## config.mk

```make
export PLATFORM = sky130hd
export DESIGN_NAME = instruction_fetch_unit
export DESIGN_NICKNAME = d
export VERILOG_FILES = /design/src/rtl/instruction_fetch_unit_pkg.sv /design/src/rtl/instruction_fetch_unit.sv
export SDC_FILE = /design/constraint.sdc
export NUM_CORES = 1
export LEC_CHECK = 0
export BUFFER_PORTS_ARGS = -buffer_cell sky130_fd_sc_hd__buf_2
export CAP_MARGIN = 20
export CORE_UTILIZATION = 30
export DETAILED_ROUTE_END_ITERATION = 12
export PLACE_DENSITY = 0.6
export SYNTH_ARGS = -nofsm -noshare
export SYNTH_HDL_FRONTEND = slang
export SYNTH_SLANG_ARGS = --single-unit
```

## constraint.sdc

```tcl
create_clock -name clock -period 2.95 [get_ports clock]
set_clock_uncertainty 0.05 [all_clocks]
set_input_delay 0.4425 -clock clock [delete_from_list [all_inputs] [get_ports clock]]
set_output_delay 0.4425 -clock clock [all_outputs]
set_load 0.01 [all_outputs]
```

## src/rtl/instruction_fetch_unit_pkg.sv

```systemverilog
// Shared core definitions for the byte-serial instruction fetch unit.
package instruction_fetch_unit_pkg;

    localparam int unsigned XLEN              = 32;
    localparam int unsigned BYTE_WIDTH        = 8;
    localparam int unsigned INSTRUCTION_BYTES = 4;
    localparam int unsigned BYTE_INDEX_WIDTH  = $clog2(INSTRUCTION_BYTES);

    localparam logic [XLEN-1:0] NOP_INSTRUCTION = 32'h0000_0013;

    typedef enum logic [1:0] {
        START = 2'd0,
        FETCH = 2'd1,
        HOLD  = 2'd2
    } fetch_state_t;

    // Clear the byte-offset bits so the PC always points at a word boundary.
    function automatic logic [XLEN-1:0] align_word(input logic [XLEN-1:0] address);
        return {address[XLEN-1:BYTE_INDEX_WIDTH], BYTE_INDEX_WIDTH'(0)};
    endfunction

endpackage

```

## src/rtl/instruction_fetch_unit.sv

```systemverilog
// Byte-serial RV32I instruction fetch: assembles four little-endian bytes per
// word, holds the word until decode accepts it, and owns the program counter.
module instruction_fetch_unit
    import instruction_fetch_unit_pkg::*;
#(
    parameter logic [XLEN-1:0] RESET_ADDRESS = 32'h0000_0000
) (
    input  logic                  clock,
    input  logic                  reset,
    output logic [XLEN-1:0]       memory_address,
    output logic                  memory_read_request,
    input  logic [BYTE_WIDTH-1:0] memory_read_data,
    input  logic                  memory_read_valid,
    input  logic                  redirect_valid,
    input  logic [XLEN-1:0]       redirect_address,
    output logic [XLEN-1:0]       instruction,
    output logic [XLEN-1:0]       instruction_pc,
    output logic                  instruction_valid,
    input  logic                  instruction_ready
);

    localparam logic [BYTE_INDEX_WIDTH-1:0] LAST_BYTE = BYTE_INDEX_WIDTH'(INSTRUCTION_BYTES - 1);
    localparam logic [XLEN-1:0]             PC_STEP   = XLEN'(INSTRUCTION_BYTES);

    fetch_state_t                state;
    logic [XLEN-1:0]             pc;
    logic [BYTE_INDEX_WIDTH-1:0] byte_index;

    // Fetch sequencer: redirect overrides everything, bytes land at their lane.
    always_ff @(posedge clock or posedge reset) begin
        if (reset) begin
            state       <= START;
            pc          <= RESET_ADDRESS;
            byte_index  <= '0;
            instruction <= '0;
        end else if (redirect_valid) begin
            state      <= FETCH;
            pc         <= align_word(redirect_address);
            byte_index <= '0;
        end else begin
            unique case (state)
                START: begin
                    state <= FETCH;
                end
                FETCH: begin
                    if (memory_read_valid) begin
                        instruction[{byte_index, 3'b000} +: BYTE_WIDTH] <= memory_read_data;
                        if (byte_index == LAST_BYTE) begin
                            byte_index <= '0;
                            state      <= HOLD;
                        end else begin
                            byte_index <= byte_index + 1'b1;
                        end
                    end
                end
                HOLD: begin
                    if (instruction_ready) begin
                        pc         <= pc + PC_STEP;
                        byte_index <= '0;
                        state      <= FETCH;
                    end
                end
                default: begin
                    state <= START;
                end
            endcase
        end
    end

    // Memory and decode handshakes are pure decodes of registered state.
    assign memory_read_request = (state == FETCH);
    assign memory_address      = pc + XLEN'(byte_index);
    assign instruction_valid   = (state == HOLD);
    assign instruction_pc      = pc;

endmodule

```

### Yosys cells after proc, flatten, opt, wreduce, memory -nomap -nowiden

Cells that the tools add are included.

| storage, ports and cells | value |
|---|---|
| logic and storage cells | 39 |
| input port bits | 45 |
| output and inout bits | 98 |
| flip-flop bits (word level) | 68 |

| operators by class | value |
|---|---|
| reductions and logical operators | 8 |
| $add $sub $neg | 4 |
| eq/ne operators | 6 |
| mux-type cells | 14 |
| shift operators | 2 |
| bitwise logic cells | 1 |

Operator list:

| kind | number |
|---|---|
| $mux 32 | 3 |
| $add 32x2->32 | 1 |
| $add 32x3->32 const B | 1 |
| $bwmux 32 | 1 |
| $shift 8x7->32 const A | 1 |
| $shiftx 8x7->32 | 1 |
| $mux 2 | 8 |
| $reduce_and 3->1 | 3 |
| $neg 5->7 | 1 |
| $ne 3x1->1 const B | 2 |
| $pmux 2 s3 | 1 |
| $eq 2x2->1 const B | 2 |
| $pmux 2 s2 | 1 |
| $reduce_bool 2->1 | 2 |
| $ne 3x2->1 const B | 1 |
| $reduce_bool 3->1 | 1 |
| $add 2x1->2 const B | 1 |
| $eq 2x1->1 const B | 1 |
| $logic_not 2->1 | 1 |
| $reduce_and 2->1 | 1 |
| $not 1->1 | 1 |

### Longest topological paths before layout

Gate-level depths: netlist of the first run.

| logic depth | value |
|---|---|
| depth in word-level cells | 5 |
| mapped depth | 7 |
| gate-level depth less buffers | 5 |

### Least setup slack after synthesis of the first run

No wires, ideal clock.

| timing path | value |
|---|---|
| path kind | register to register |
| from | reg state[0] |
| to | reg pc[25], in the netlist instruction_pc[25] |
| arrival time | 1,933 ps |
| buffers on the path | 2 |
| required time | 2,818 ps |
| cell stages (with the launch flop) | 7 |
| path slack | 885 ps |
| clock period less this slack | 2,065 ps |
| setup time | 82 ps |
| cells stage by stage | dfrtp_1 nand2b_1 buf_6 or4_1 buf_2 or4_1 a31oi_1 |

| on the way | value |
|---|---|
| cells in the longest elaborated chain, start to end | 3 |

Ends and longest elaborated chain:

| item | line | RTL |
|---|---|---|
| start: declaration | instruction_fetch_unit.sv:25 | `fetch_state_t state;` |
| start signal: assignment | instruction_fetch_unit.sv:32 | `state <= START;` |
| start signal: assignment | instruction_fetch_unit.sv:37 | `state <= FETCH;` |
| start signal: assignment | instruction_fetch_unit.sv:43 | `state <= FETCH;` |
| $eq 2x2->1 | instruction_fetch_unit.sv:41 | `unique case (state)` |
| $reduce_bool 2->1 (no line) | -- |  |
| $reduce_and 2->1 (no line) | -- |  |
| end signal: assignment | instruction_fetch_unit.sv:38 | `pc <= align_word(redirect_address);` |
| end signal: assignment | instruction_fetch_unit.sv:58 | `pc <= pc + PC_STEP;` |
| end: declaration | instruction_fetch_unit.sv:26 | `logic [XLEN-1:0] pc;` |

Every way passes these cells.
A chain may end at the register's enable or synchronous reset.

### Worst setup path in the final report of the first run

| timing path | value |
|---|---|
| from | reg pc[4], in the netlist instruction_pc[4] |
| to | reg pc[27], in the netlist instruction_pc[27] |

| on the way | value |
|---|---|
| cells in the longest elaborated chain, start to end | 4 |

Ends and longest elaborated chain:

| item | line | RTL |
|---|---|---|
| $add 32x3->32 | instruction_fetch_unit.sv:58 |  |
| $mux 32 | instruction_fetch_unit.sv:57 | `if (instruction_ready) begin` |
| $mux 32 | instruction_fetch_unit.sv:41 |  |
| $mux 32 | instruction_fetch_unit.sv:36 | `end else if (redirect_valid) begin` |

Every way passes these cells. The select of a mux whose other input is x is not followed.

==> results list, run 1 <==
* Post-Syn Area per Cell: 8.50 um^2
* Count of H-tree levels built during CTS: 3
- Of the cells placed in the final design, the portion with a size suffix greater than 1 is 32.1%.
- Global routing used 16.2% of the available tracks across all layers.
* Routability-driven placement congestion ratio: 0.776
- Instance area at placement: 4210 um^2
- Subtracting the final worst setup slack from the clock period gives 2380 ps.
- STA puts the critical path data arrival time at 2570 ps.
- VDD sags by at most 0.000264 V.
* Primary flip-flop cell chosen by synthesis mapping: sky130_fd_sc_hd__dfrtp_1
- TritonCTS clock tree: done
* Fill cell total of the finished layout: 1,173
* Initial antenna violation count: 1
* Vias after detailed routing: 3,304
- Entering global routing, the biggest net connects 40 pins.
* Post-layout power: 2.87 mW
- Worst reg-to-reg path cell count: 4
* Top achievable clock speed: 0.421 GHz
- Setup repair after global routing left no endpoint under its margin.
- Wire length of the first global-routing pass: 15.0 mm
- Die Footprint: 12,100 um^2
- In this run the deepest clock path goes through 2 buffers.
- Leaving out fill and tap cells, the most frequent cell in the layout is sky130_fd_sc_hd__buf_2.
* Setup tns final: 0 ps
- After the last flow step, the layout net total stands at 571.
- Number of endpoints failing setup at the final stage: 0
- Period utilisation layout: 80.6%
* Hold Buf Count CTS: 0
- Core box area: 11,400 um^2
- Reg2reg setup slack: 570 ps
- Path category of the worst min-delay check: primary input to asynchronous set/reset pin
- Clock tree synthesis found a total of 66 sinks.
- Initial standard-cell utilization of the core: 30.7%
* Post-CTS Repair Setup Buffers: 0
* Area growth from synthesis to layout: 30.0%
- Synthesis handed over a netlist of 411 instances.
* Clock slew seen by the registers of the worst setup and hold paths: 60 ps
- Async set or reset register ratio after synthesis: 100%
* Clock Latency Late Sink: 320 ps
- The worst setup path is launched from a flip-flop.
- Total of max-cap violations: 0
- Yosys synthesis warning count: 0
- CTS resizes: 0
- Diode insertion count for antenna repair: 0
* Tightest Pin Transition: 849 ps
* Drt first-iter violations: 146
- The multi-input combinational cells in the finished layout cover a total of 1600 um^2.
* Placed Instances: 651
* Post-DR wirelength/cell: 14.4 um
* Clock buffers created by TritonCTS: 9
* Total power per unit cell area: 632 nW/um^2
- Most frequent cells in the layout: 138 x sky130_fd_sc_hd__buf_2, 98 x sky130_fd_sc_hd__nand2_1, 66 x sky130_fd_sc_hd__dfrtp_1
- The hold violation count in the final report is 0.
* Finished Cell Area: 4540 um^2
* Final number of max-transition violations: 0
- For this run, design rule violations remaining after detail routing come to 0.
* Run status: finished, final reports clean
* Worst Path Class, Setup: flip-flop to flip-flop
- Combined flip-flop and latch cell area: 1650 um^2
- Once layout is complete, the cells apart from fillers number 667.
- The final layout contains routed wiring with a total length of 9.61 mm.
- Post-synthesis instance area: 3490 um^2
* CP max FO: 18
- The via count of the first global-routing pass was 2,979.
- The tree is rooted in a sky130_fd_sc_hd__clkbuf_16.
- The die is 110 um tall.
- Input and output buffers added on the ports amount to 138.
- At the worst endpoint, the required time is 3140 ps.
* EDFF count, synth: 0
- Global route overflow: 0
- DP HPWL: 6.97 mm
* Synth cell types: 43
- Measured against its own limit, the worst slew margin works out to 43.3%.
- Using the TritonRoute via totals, the vias-per-cell ratio works out to 4.95.
- Sequential elements use 47.3% of the synthesized area.
* Flip-flop and latch count after synthesis: 66
- In this run the count of I/O pins placed on the die edge is 143.
* Cell leakage power: 2.08 nW
* Cell row count: 39
- Final hold analysis gives a worst-case slack of 234 ps.
- STA classifies the critical path endpoint as a flip-flop.
- In this run the remaining antenna-violating nets after routing total 0.
- Number of detailed-route iterations in the first pass: 4
* Die Wd: 110 um
-- critical path, stage by stage, from the launching register on --
cell	delay (ps)
sky130_fd_sc_hd__dfrtp_1	480
sky130_fd_sc_hd__nand4_4	180
sky130_fd_sc_hd__or4_1	830
sky130_fd_sc_hd__or4_1	570
sky130_fd_sc_hd__a31oi_1	170
-- metrics by stage --
stage               utilization, %  setup slack, ps
detailed placement            37.1              453
CTS                           39.9              562
global placement              37.1              482
global route                  39.9              413
finish                        39.9              572
floorplan                        -              803
-- report_power, final --
part,internal (mW),switching (mW),leakage (nW)
combinational,0.232,0.324,1.08
sequential,1.02,0.123,0.840
clock,0.764,0.408,0.159
total,2.02,0.855,2.08
-- cells by family (layout without fill, tap and decap cells) --
logic type,count (synthesis),after routing,synth area share (%)
xor gates and xnor gates,10,10,2.51
and+or+nand+nor,185,185,26.2
DFF,66,66,47.3
AOI/OAI and AO/OA,83,83,14.1
buffers and inverters,58,170,7.02
adders and majority gates,7,7,2.51
muxes,1,1,0.286
other,1,2,0.107
-- path summary, 6_finish.rpt --
kind / from / to
setup / recovery: instruction_pc[4] / instruction_pc[27]
hold / removal: reset / instruction[20]
setup reg to reg: instruction_pc[4] / instruction_pc[27]
hold reg to reg: instruction[9] / instruction[9]
max in group asynchronous: reset / instruction[25]
min in group clock: redirect_address[9] / instruction_pc[9]
-- registers in the layout, indices dropped and copies added (netlist names) --
register,cells
state,2
instruction_pc,30
instruction,32
byte_index,2
-- cell usage after synthesis, drive strengths merged (2+ instances only) --
cell / n / area, um^2
a31oi: 14 / 87.6
and2: 3 / 18.8
and3: 2 / 12.5
and4: 2 / 17.5
buf: 8 / 57.6
clkbuf: 42 / 158
dfrtp: 66 / 1650
ha: 7 / 87.6
inv: 7 / 26.3
nand2: 98 / 368
nand3: 12 / 60.1
nand4: 13 / 96.3
nand4b: 2 / 17.5
nor2: 17 / 63.8
nor3: 4 / 20.0
nor3b: 3 / 22.5
nor4: 3 / 18.8
o211ai: 4 / 30.0
o21ai: 47 / 235
o31ai: 13 / 97.6
or4: 20 / 154
xnor2: 7 / 61.3
xor2: 3 / 26.3
-- cell type report --
type                            count  area share (%)
Clock buffer                       10            5.26
Timing Repair Buffer              146            16.5
Inverter                            8           0.661
Sequential cell                    66            36.4
Multi-Input combinational cell    288            35.3
Tap cell                          143            3.94
Clock inverter                      6            1.98
-- per-layer routing --
| layer | part of all wire, % | vias to the layer above | global-route usage, % |
|---|---|---|---|
| li1 | - | 1629 | - |
| met1 | 45 | 1539 | 21.0 |
| met2 | 47 | 126 | 26.4 |
| met3 | 6.9 | 10 | 3.56 |
| met4 | 1.2 | 0 | 5.90 |
| met5 | 0 | - | 0 |
Power figures use the tool's default switching activity.
==> run 2, diff against run 1 <==
--- a/config.mk
+++ b/config.mk
@@ -9,7 +9,7 @@
 export CAP_MARGIN = 20
 export CORE_UTILIZATION = 30
 export DETAILED_ROUTE_END_ITERATION = 12
-export PLACE_DENSITY = 0.6
+export PLACE_DENSITY = 0.62
 export SYNTH_ARGS = -nofsm -noshare
 export SYNTH_HDL_FRONTEND = slang
 export SYNTH_SLANG_ARGS = --single-unit
==> constraint.sdc (replaced) <==
create_clock -name clock -period 1.96 [get_ports clock]
set_clock_uncertainty 0.05 [all_clocks]
set_input_delay 0.294 -clock clock [delete_from_list [all_inputs] [get_ports clock]]
set_output_delay 0.294 -clock clock [all_outputs]
set_load 0.01 [all_outputs]
==> run 2 against run 1 <==
Effect of this change:
- the run now ends with negative setup slack left
- sequential power is 46% higher
- global-route usage is 0.69 points higher
- utilization is 2.5 points higher
- first-iteration DRC count is 71% higher
- cell count is 4.2% higher
- routed wire length is 5.8% higher
- critical endpoint is now instruction_pc[24]
==> results list, run 2 (synthesis results as in run 1) <==
- The run finished, with violations left.
* Failing checks: negative setup slack
* Clock tree root driver cell: sky130_fd_sc_hd__clkbuf_16
- The number of antenna violations at the first check in global routing came to 0.
- Net Sw Frac: 28.8%
* Routability-driven placement congestion ratio: 0.831
* Chip Height: 110 um
- Global route overflow: 0
- In the final layout, the share of cells above drive strength 1 is 37.1%.
* Combinational power share: 21.3%
- Final number of max-transition violations: 0
- Worst Path Class, Setup: flip-flop to flip-flop
- Initial standard-cell utilization of the core: 30.7%
* Core box area: 11,400 um^2
* Total of max-cap violations: 0
- In this run the tool buffered the top-level ports with 138 buffer cells.
- Crit path required time: 2150 ps
- Of all nets on the critical path, the largest fanout is 6.
* Total power per unit cell area: 938 nW/um^2
* Relative contribution of sequential cells to total power: 37.0%
* Wire length of the first global-routing pass: 15.7 mm
* Nets: 599
- Clock Latency Late Sink: 320 ps
- Endpoint class of the critical path: flip-flop
* Vias per std cell: 5.02
* Largest net degree at the start of global routing: 67
- DP HPWL: 7.19 mm
* Nature of the critical path startpoint: flip-flop
- Across every metal layer, demand over resource in global routing totals 16.9%.
- Post-DR wirelength/cell: 14.6 um
- TritonCTS built the clock tree.
- The top cell types in the final layout, fill and taps aside, are 138 x sky130_fd_sc_hd__buf_2, 98 x sky130_fd_sc_hd__nand2_1, 62 x sky130_fd_sc_hd__dfrtp_1.
- Endpoint arrival time on the critical path: 2150 ps
- Internal power comes to 3.22 mW.
- Drt first-iter violations: 249
- Clock slew seen by the registers of the worst setup and hold paths: 60 ps
- Setup ws final: -1.17 ps
- Leaving out filler cells and counting taps, the final layout contains 695.
* Fill cell total of the finished layout: 1,146
- The tightest min-delay check is of the primary input to asynchronous set/reset pin type.
- The H-tree was split into 3 levels.
* Worst-case vdd ir drop: 0.000597 V
* Drt total wl: 10.2 mm
- The floorplan step defined a die boundary enclosing 12,100 um^2.
- Period utilisation layout: 100%
* Number of detailed-route iterations in the first pass: 4
- Register with the most flip-flops: instruction
- Hold repair after CTS inserted 0 buffers.
- The hold violation count in the final report is 0.
* Area of the multi-input gates: 1640 um^2
- Registers take 1660 um^2.
* Flip-flop count of the largest register after layout: 32
* DRC viols: 0
- Once layout is complete, the utilization of the core stands at 42.4%.
- The longest clock path from root to sink contains 2 buffers.
* Setup repair after global routing missed its margin: yes
- Cell row count: 39
* Die Wd: 110 um
* Clk pwr share: 41.7%
- Clock buffers created by TritonCTS: 9
- The repair_antennas step left the layout with diodes totalling 0.
* Final critical delay including setup and external delays: 1960 ps
* Cell leakage power: 2.23 nW
- 143 I/O pins were placed.
* Vias in the first global route: 3,175
- Clock Sink Count: 66
- Most frequent standard cell in the layout excluding fill and tap cells: sky130_fd_sc_hd__buf_2
* Placed Instances: 677
- Setup violations remaining at the end of the flow were counted as 1.
* Net switching component of the power: 1.30 mW
* Top achievable clock speed: 0.510 GHz
- Vias after detailed routing: 3,490
* Area growth from synthesis to layout: 38.1%
- Number of nets with antenna violations after detailed routing: 0
run 2: metal layers:
layer | GRT usage, % | part of all wire, % | up-vias
met5 | 0 | 0 | -
met2 | 28.9 | 49 | 137
met4 | 3.81 | 0.50 | 0
met1 | 21.5 | 45 | 1651
met3 | 4.03 | 5.9 | 4
li1 | - | - | 1698
run 2: final cells by class:
class	instances	area share, %
sequential	66	34.3
multi-input combinational	289	33.9
timing repair buffer	173	20.0
clock buffer	10	4.95
tap	143	3.71
clock inverter	6	2.36
inverter	8	0.700
run 2: stage by stage:
stage / hold WS [ps] / cell area, um^2 / TNS [ps] / power (mW) / setup WS [ps]
3_3_place_gp: 373 / 4440 / -46.9 / 2.63 / -16.7
6_report: 22.6 / 4830 / -1.17 / 4.53 / -1.17
5_1_grt: 45.6 / 4830 / -406 / 4.78 / -74.4
3_5_place_dp: 380 / 4440 / -163 / 2.66 / -50.5
4_1_cts: 29.2 / 4810 / 0 / 4.57 / 9.88
2_1_floorplan: 364 / 3550 / -4.88 / 2.20 / -1.63
run 2: critical path, cell delays in order, from the launching register on:
cell	delay [ps]
sky130_fd_sc_hd__dfrtp_1	380
sky130_fd_sc_hd__nand3_1	200
sky130_fd_sc_hd__or4_4	580
sky130_fd_sc_hd__or4_1	480
sky130_fd_sc_hd__a31oi_1	180
run 2: what timing repair did:
action | CTS | global route
setup endpoints to repair | 4 | 31
resized for setup | 1 | 3
hold endpoints to repair | 0 | 0
cloned | 0 | 1
buffers inserted | 1 | 0
run 2: worst paths after layout:
path / startpoint / to / slack (ps) / cells after the start
max: instruction_pc[12] / instruction_pc[24] / -1 / 4
min: reset / instruction[3] / 20 / 3
max reg2reg: instruction_pc[12] / instruction_pc[24] / -1 / 4
min reg2reg: instruction[13] / instruction[13] / 430 / 2
max in group asynchronous: reset / instruction_pc[4] / 1540 / 3
min in group clock: redirect_address[12] / instruction_pc[12] / 130 / 3
run 2: power groups by stage:
stage	Sequential (mW)	Clock, mW	Combinational (mW)
global route	1.70	2.00	1.08
finish	1.67	1.89	0.962
floorplan	1.78	0	0.423
global placement	1.69	0	0.946
CTS	1.67	1.93	0.969
detailed placement	1.70	0	0.966
==> run 3, diff against run 2 <==
--- a/config.mk
+++ b/config.mk
@@ -7,9 +7,9 @@
 export LEC_CHECK = 0
 export BUFFER_PORTS_ARGS = -buffer_cell sky130_fd_sc_hd__buf_2
 export CAP_MARGIN = 20
-export CORE_UTILIZATION = 30
+export CORE_UTILIZATION = 44
 export DETAILED_ROUTE_END_ITERATION = 12
-export PLACE_DENSITY = 0.62
+export PLACE_DENSITY = 0.83
 export SYNTH_ARGS = -nofsm -noshare
 export SYNTH_HDL_FRONTEND = slang
 export SYNTH_SLANG_ARGS = --single-unit
==> run 3 against run 2 <==
Effect of this change:
- the run now ends clean
- die area is 31% lower
- first-iteration DRC count is 48% lower
- worst hold slack better by 79 ps
- register-to-register slack hardly changed
==> results list, run 3 (synthesis results as in run 1) <==
- Setup repair after global routing missed its margin: yes
- During placement, the flow inserted port buffers numbering 138.
- Vias after detailed routing: 3,539
- Core box area: 7690 um^2
* Internal Dissipation: 2.67 mW
- Most frequent standard cell in the layout excluding fill and tap cells: sky130_fd_sc_hd__buf_2
- Register with the most flip-flops: instruction
- Clock Sink Count: 66
* Worst-case vdd ir drop: 0.000436 V
* Number of failing hold endpoints at the final stage: 0
- Net Sw Frac: 32.2%
* Clock Latency Late Sink: 350 ps
- Initial standard-cell utilization of the core: 45.5%
- DP HPWL: 6.73 mm
* Layout cell share with drive strength beyond 1: 37.4%
* Startpoint of the lowest-slack register-to-register path: instruction_pc[4]
* Clock tree root driver cell: sky130_fd_sc_hd__clkbuf_8
- Number of detailed-route iterations in the first pass: 4
* Combinational power share: 24.3%
* Worst setup slack before clock tree synthesis: -27.8 ps
* Run status: finished, final reports clean
* DRC viols: 0
* Cell leakage power: 2.18 nW
- Global route overflow: 0
- For the worst setup path, the data required time is 2170 ps.
* Area growth from synthesis to layout: 33.5%
* Wire length of the first global-routing pass: 14.8 mm
- Initial antenna violation count: 0
- Nature of the critical path startpoint: flip-flop
- Final number of max-transition violations: 0
* # IOs: 143
- Final critical delay including setup and external delays: 1950 ps
* Reg2reg setup slack: 10 ps
- The tightest hold path in the finished design has a slack of 102 ps.
* Tightest Pin Transition: 604 ps
- Die Wd: 91.1 um
* Worst reg-to-reg path cell count: 4
- Drt total wl: 9.50 mm
- The tool flagged a number of max-cap violations equal to 0.
* Clk pwr share: 33.1%
- After the first detailed-routing iteration, the DRC count stood at 129.
* Setup tns final: 0 ps
* Number of nets with antenna violations after detailed routing: 0
* Diode insertion count for antenna repair: 0
- After floorplanning, the core was divided into 32 placement rows.
- STA puts the critical path data arrival time at 2160 ps.
* Die Footprint: 8300 um^2
* Path category of the worst min-delay check: primary input to flip-flop
- The worst pin sits at a relative slew slack of 59.7%.
* Worst Path Class, Setup: flip-flop to flip-flop
* Number of cells in the finished layout apart from fillers: 655
- Post-DR wirelength/cell: 14.5 um
- Total power per unit cell area: 842 nW/um^2
- Placed Instances: 634
- After detailed routing, the number of vias per cell comes to 5.40.
* Flip-flop count of the largest register after layout: 32
* Aggregate global-route resource usage: 22.5%
* Number of endpoints failing setup at the final stage: 0
- In this run, CTS created clock tree buffers numbering 9.
* Maximum clock insertion buffer count: 2
- Endpoint class of the critical path: flip-flop
* Clock slew seen by the registers of the worst setup and hold paths: 80 ps
- In the finished design, the share of the clock period the worst path needs comes to 99.3%.
* Top achievable clock speed: 0.514 GHz
- TritonCTS built the clock tree.
- In the layout the commonest cells are 138 x sky130_fd_sc_hd__buf_2, 98 x sky130_fd_sc_hd__nand2_1, 62 x sky130_fd_sc_hd__dfrtp_1.
* Relative contribution of sequential cells to total power: 42.5%
- In this run the worst path has a maximum fanout of 18.
* Nets: 600
- Vias in the first global route: 3,108
* Terminus of the critical flop-to-flop path: instruction_pc[29]
- The congestion estimate from routability-driven global placement came to 0.795.
* Largest net degree at the start of global routing: 43
- Once routing completed, OpenROAD measured the worst setup slack at 13.1 ps.
* Worst Setup EP: instruction_pc[29]
- Crit path from: instruction_pc[4]
* Count of H-tree levels built during CTS: 3
- Chip Height: 91.1 um
- Net switching component of the power: 1.26 mW
[run 3: cell types whose count changed in the layout (fill, tap and decap cells not counted), moves of 2 or more]
cell and delta:
sky130_fd_sc_hd__clkbuf_16 -9, sky130_fd_sc_hd__clkbuf_8 +8, sky130_fd_sc_hd__clkinv_4 +2, sky130_fd_sc_hd__or4_1 -2, sky130_fd_sc_hd__or4_4 +2
[run 3: power groups by stage]
stage | Clock, mW | Combinational, mW | Sequential, mW
3_3_place_gp | 0 | 0.919 | 1.68
6_report | 1.30 | 0.956 | 1.67
2_1_floorplan | 0 | 0.423 | 1.78
4_1_cts | 1.31 | 0.960 | 1.67
3_5_place_dp | 0 | 0.951 | 1.70
5_1_grt | 1.37 | 1.06 | 1.70
[run 3: metal layers]
metal / wire [um] / vias up / track usage, %
li1: - / 1697 / -
met4: 182 / 0 / 10.2
met2: 4740 / 149 / 38.7
met5: 0 / - / 0
met1: 3970 / 1676 / 28.0
met3: 604 / 17 / 3.43
[run 3: layout make-up]
type | count | area, um^2
fill | 674 | 3020
tap | 102 | 128
inverter | 8 | 33.8
timing repair buffer | 174 | 976
clock inverter | 7 | 103
clock buffer | 9 | 124
multi-input combinational | 289 | 1650
sequential | 66 | 1660
[run 3: worst min-delay path by stage]
stage	cells after the start	slack (ps)	end	startpoint
6_report	3	100	instruction_pc[7]	redirect_address[7]
5_1_grt	3	110	instruction_pc[18]	redirect_address[18]
4_1_cts	3	100	instruction_pc[7]	redirect_address[7]
3_5_place_dp	2	350	instruction_pc[25]	reset
3_3_place_gp	2	340	instruction_pc[25]	reset
2_1_floorplan	2	360	instruction_pc[13]	redirect_address[13]
[run 3: repair_timing]
item,CTS,global route
pin swaps,0,3
setup endpoints to repair,2,17
hold endpoints to repair,24,0
gates resized for setup,0,6
buffers inserted,1,2
hold buffers,1,0
gates cloned,0,1
[run 3: per-stage QoR]
stage	cell area [um^2]	total power, mW	util, %
floorplan	3550	2.20	-
global placement	4380	2.60	56.9
finish	4670	3.93	60.7
CTS	4620	3.94	60.1
global route	4670	4.13	60.7
detailed placement	4380	2.65	56.9
[run 3: worst max-delay path, cell delays in order, from the launching register on]
cell                      delay [ps]
sky130_fd_sc_hd__dfrtp_2         400
sky130_fd_sc_hd__nand4_4         140
sky130_fd_sc_hd__or4_4           660
sky130_fd_sc_hd__or4_1           430
sky130_fd_sc_hd__a31oi_1         180
